`src/rtl/alu_ctrl_issue.sv`:
```
// ALU control decode and issue stage: registers operands and the decoded control code, then hands them downstream.
// Latency 1 cycle (MUL_CYCLES+1 for multiply); holds the result until ready_i, and accepts back-to-back in the hand-off cycle.
module alu_ctrl_issue #(
  parameter int unsigned MUL_CYCLES = 3
) (
  input  logic        clk_i,
  input  logic        rst_i,
  input  logic        valid_i,
  output logic        ready_o,
  input  logic [9:0]  funct_i,
  input  logic [1:0]  aluOp_i,
  input  logic [31:0] rs1Data_i,
  input  logic [31:0] rs2Data_i,
  output logic        valid_o,
  input  logic        ready_i,
  output logic [3:0]  aluCtrl_o,
  output logic [31:0] aluSrc1_o,
  output logic [31:0] aluSrc2_o,
  output logic        illegal_o
);

  localparam logic [3:0] MulCycles = 4'(MUL_CYCLES);
  localparam logic [3:0] CtrlMul   = 4'b0011;

  typedef enum logic [1:0] {IDLE, WAIT, VALID} state_t;

  state_t     state, stateNxt;
  logic [3:0] cnt;
  logic [3:0] decCtrl;
  logic       decLegal;
  logic       accept;
  logic       isMul;

  always_comb begin
    decCtrl  = 4'b0010;
    decLegal = 1'b1;
    case (aluOp_i)
      2'b11: decCtrl = 4'b0110;
      2'b10: begin
        case (funct_i)
          10'b0000000111: decCtrl = 4'b0000;
          10'b0000000110: decCtrl = 4'b0001;
          10'b0000000000: decCtrl = 4'b0010;
          10'b0100000000: decCtrl = 4'b0110;
          10'b0000001000: decCtrl = CtrlMul;
          default:        decLegal = 1'b0;
        endcase
      end
      default: decCtrl = 4'b0010;
    endcase
  end

  assign accept = valid_i & ready_o;
  assign isMul  = (decCtrl == CtrlMul);

  always_comb begin
    stateNxt = state;
    ready_o  = 1'b0;
    valid_o  = 1'b0;
    case (state)
      IDLE: ready_o = rst_i;
      WAIT: if (cnt == 4'd1) stateNxt = VALID;
      VALID: begin
        valid_o = 1'b1;
        ready_o = rst_i & ready_i;
        if (ready_i) stateNxt = IDLE;
      end
      default: stateNxt = IDLE;
    endcase
    // A new request in the hand-off cycle overrides the return to IDLE.
    if (accept) begin
      if (!decLegal)                      stateNxt = IDLE;
      else if (isMul && MulCycles != 4'd0) stateNxt = WAIT;
      else                                stateNxt = VALID;
    end
  end

  always_ff @(posedge clk_i) begin
    if (!rst_i) begin
      state     <= IDLE;
      cnt       <= 4'd0;
      aluCtrl_o <= 4'b0000;
      aluSrc1_o <= 32'd0;
      aluSrc2_o <= 32'd0;
      illegal_o <= 1'b0;
    end else begin
      state     <= stateNxt;
      illegal_o <= accept & ~decLegal;
      if (accept && decLegal) begin
        aluCtrl_o <= decCtrl;
        aluSrc1_o <= rs1Data_i;
        aluSrc2_o <= rs2Data_i;
        cnt       <= isMul ? MulCycles : 4'd0;
      end else if (state == WAIT) begin
        cnt <= cnt - 4'd1;
      end
    end
  end

endmodule

```
`config.mk`:
```
export PLATFORM = sky130hd
export DESIGN_NAME = alu_ctrl_issue
export DESIGN_NICKNAME = d
export VERILOG_FILES = /design/src/rtl/alu_ctrl_issue.sv
export SDC_FILE = /design/constraint.sdc
export NUM_CORES = 1
export LEC_CHECK = 0
export ABC_CLOCK_PERIOD_IN_PS = 2200
export CORE_MARGIN = 10
export CORE_UTILIZATION = 40
export CTS_CLUSTER_DIAMETER = 200
export DETAILED_ROUTE_END_ITERATION = 7
export PLACE_DENSITY = 0.78
export RECOVER_POWER = 50
export SLEW_MARGIN = 15
export SYNTH_ARGS = -nofsm -noshare
export SYNTH_HDL_FRONTEND = slang
export SYNTH_SLANG_ARGS = --single-unit
```
`constraint.sdc`:
```
create_clock -name clk_i -period 2.2 [get_ports clk_i]
set_input_delay 0.44 -clock clk_i [delete_from_list [all_inputs] [get_ports clk_i]]
set_output_delay 0.44 -clock clk_i [all_outputs]
set_load 0.1 [all_outputs]
```
==> results.yml <==
worst_setup_path:
  cp.arrival_ps: 2310
  required_ps: 2420
  critPathKind: "in2reg"
  endpoint_kind: "register"
  startpoint_type: "input port"
  path_max_fanout: 37
final_layout:
  fin_nets: 587
  area_growth_pct: 49.6
  final_area_um2: 4530
  n_antenna_cell: 0
  final_util_pct: 62.1
  fillers: 699
  instances_no_fill: 609
  seq_area_um2: 1480
  drive_above_1_share_pct: 22.2
  multiInputGateArea_um2: 1390
logic_synthesis:
  synthTopCellsByCount: "dfxtp_1, nand2_1, nand4_1, o21ai_1, clkbuf_1"
  synth-async-reset-ratio_pct: 0
  synth_area_um2: 3030
  post_synth.cell_area_avg_um2: 8.29
  ys_ff_latch: 74
  yosysTopAreaCellShare_pct: 48.9
  ys_types: 40
  ys.flop_type: "dfxtp_1"
  ys_warn_count: 0
  synth-edff-count: 0
  synth_most_common_cell: "dfxtp_1"
  yosysTopAreaCell: "dfxtp_1"
  syn_nets: 447
  synth_seq_area_share_pct: 48.9
  synth_area_leaders: "dfxtp_1, nand4_1, o21ai_1, nand2_1, clkbuf_1"
  netlist_instances: 365
run:
  maxCapViolCount: 0
die:
  die_area_um2: 11400
  row_count: 31
  die_y_um: 107
  start_util_pct: 41.5
  ioPinCount: 151
  die_x_um: 107
  core_area_um2: 7290
cts:
  cts.repair.resized: 0
  numCtsBuffers: 9
  clock_sinks: 74
  cts_tree: "built"
  clk_pin_slew_ps: 70
  clk_latency_ps: 340
  holdBufCountCts: 0
  cts_buffer_depth: 2
  cts_setup_buffers: 0
  h-tree-depth: 3
  cts_root_buf: "clkbuf_8"
sta:
  fmax_ghz: 0.479
  fin_crit_ps: 2090
  min_period_over_period_pct: 94.8
  drv_slew: 0
  worst_pin_slew_ps: 702
  finalSetupViolCount: 0
  finalClockSkew_ps: 12.5
  setup_slack_ps: 114
  slew_headroom_pct: 53.2
  hold_violations: 0
  rsz0062_at_grt: "false"
  timing.hold.ws_ps: 429
route:
  drt_wl_total_mm: 10.1
  drc: 0
  drt_iter0_drc: 148
  via_count: 3196
  ant_nets: 0
  first_pass_iters: 4
  viasPerCell: 5.25
  wl_per_cell_um: 16.6
placed_design:
  portBuffers: 149
  dp.cells: 593
  place_congestion: 0.799
  post-place-ws_ps: -309
  hpwl_mm: 7.46
  dpl-instance-area_um2: 4550
global_route:
  grt_pass1_vias: 3203
  antenna_found_initial: 0
  globalRouteOverflowTotal: 0
  grt_pass1_wl_mm: 16.2
  grt_max_degree: 68
  grtUsageTotal_pct: 17.0
pwr:
  powerDensity_nw_per_um2: 784
  p_leak_uw: 0.00181
  peakVddDrop_uv: 357
outcome:
  run_status: "complete, no violations"
min_path:
  worstHoldPathType: "in2reg"
-- worst paths after layout --
kind         depth (start not counted)                  startpoint  slack, ps                    endpoint
min reg2reg                          2  aluSrc2_o[28]$_SDFFE_PN0P_        450  aluSrc2_o[28]$_SDFFE_PN0P_
min                                  3                       rst_i        430  aluSrc2_o[14]$_SDFFE_PN0P_
max                                  6                  funct_i[2]        110  aluSrc1_o[12]$_SDFFE_PN0P_
max reg2reg                          5       state[1]$_SDFFE_PN0P_        730       state[1]$_SDFFE_PN0P_
-- state kept, by name, summed over array words and instances (netlist names) --
signal	count
illegal_o	1
state	2
aluSrc1_o	32
aluSrc2_o	32
aluCtrl_o	3
cnt	4
-- power by group --
| group | leakage [µW] | total, µW | internal, µW | switching (µW) |
|---|---|---|---|---|
| clock network | 0.0000839 | 920 | 416 | 504 |
| registers | 0.000606 | 1470 | 1430 | 46.0 |
| logic | 0.00112 | 1160 | 275 | 883 |
-- layout by cell type, fill, tap and decap left out, types with 2 or more instances in the layout --
cell type | netlist | layout
nor4bb_1 | 2 | 2
nor3_2 | 2 | 2
a21oi_1 | 2 | 2
clkbuf_8 | 0 | 9
dfxtp_1 | 74 | 74
inv_1 | 3 | 3
ha_1 | 2 | 2
buf_12 | 0 | 5
clkbuf_1 | 27 | 2
nor4_1 | 3 | 3
nand4_1 | 65 | 65
nand2b_1 | 3 | 3
nand3_1 | 2 | 2
xnor2_1 | 2 | 2
o21ai_1 | 65 | 65
nor2b_1 | 3 | 3
nand2_1 | 70 | 70
clkinv_4 | 0 | 2
clkdlybuf4s50_1 | 0 | 78
o21ai_0 | 2 | 2
buf_4 | 1 | 15
mux2i_1 | 4 | 4
clkbuf_2 | 0 | 69
nor2_1 | 2 | 2
-- worst max-delay path, cell delays in order --
cell and delay (ps):
clkdlybuf4s50_1 470, nor4bb_1 150, or4_2 710, buf_4 300, nand4_1 150, o21ai_1 70
-- cell type report --
type | count | area share [%]
Inverter | 3 | 0.249
Clock inverter | 5 | 0.857
Sequential cell | 74 | 32.7
Timing Repair Buffer | 169 | 29.9
Clock buffer | 11 | 2.90
Tap cell | 99 | 2.74
Multi-Input combinational cell | 248 | 30.7
-- through the flow --
step,setup TNS [ps],power [µW]
final,0,3550
after global routing,0,3690
after CTS,0,3650
after detailed placement,-18970,2730
after global placement,-15160,2720
after floorplan,0,2340
-- cell families after synthesis --
kind of cell	Yosys count	synth area share, %
compound gates	76	13.1
xor+xnor	3	0.868
fa+ha+maj	2	0.827
buf+inv	43	6.16
flops	74	48.9
mux	4	1.32
other cells	1	0.124
simple gates	162	28.6
-- layer usage --
metal	vias to the layer above	share of wire (%)	track usage (%)
met3	12	7.1	5.75
met2	102	49	28.7
met1	1495	43	19.8
met4	0	1.5	5.22
li1	1587	-	-
met5	-	0	0
No activity file was read; power rests on OpenSTA's default activity.
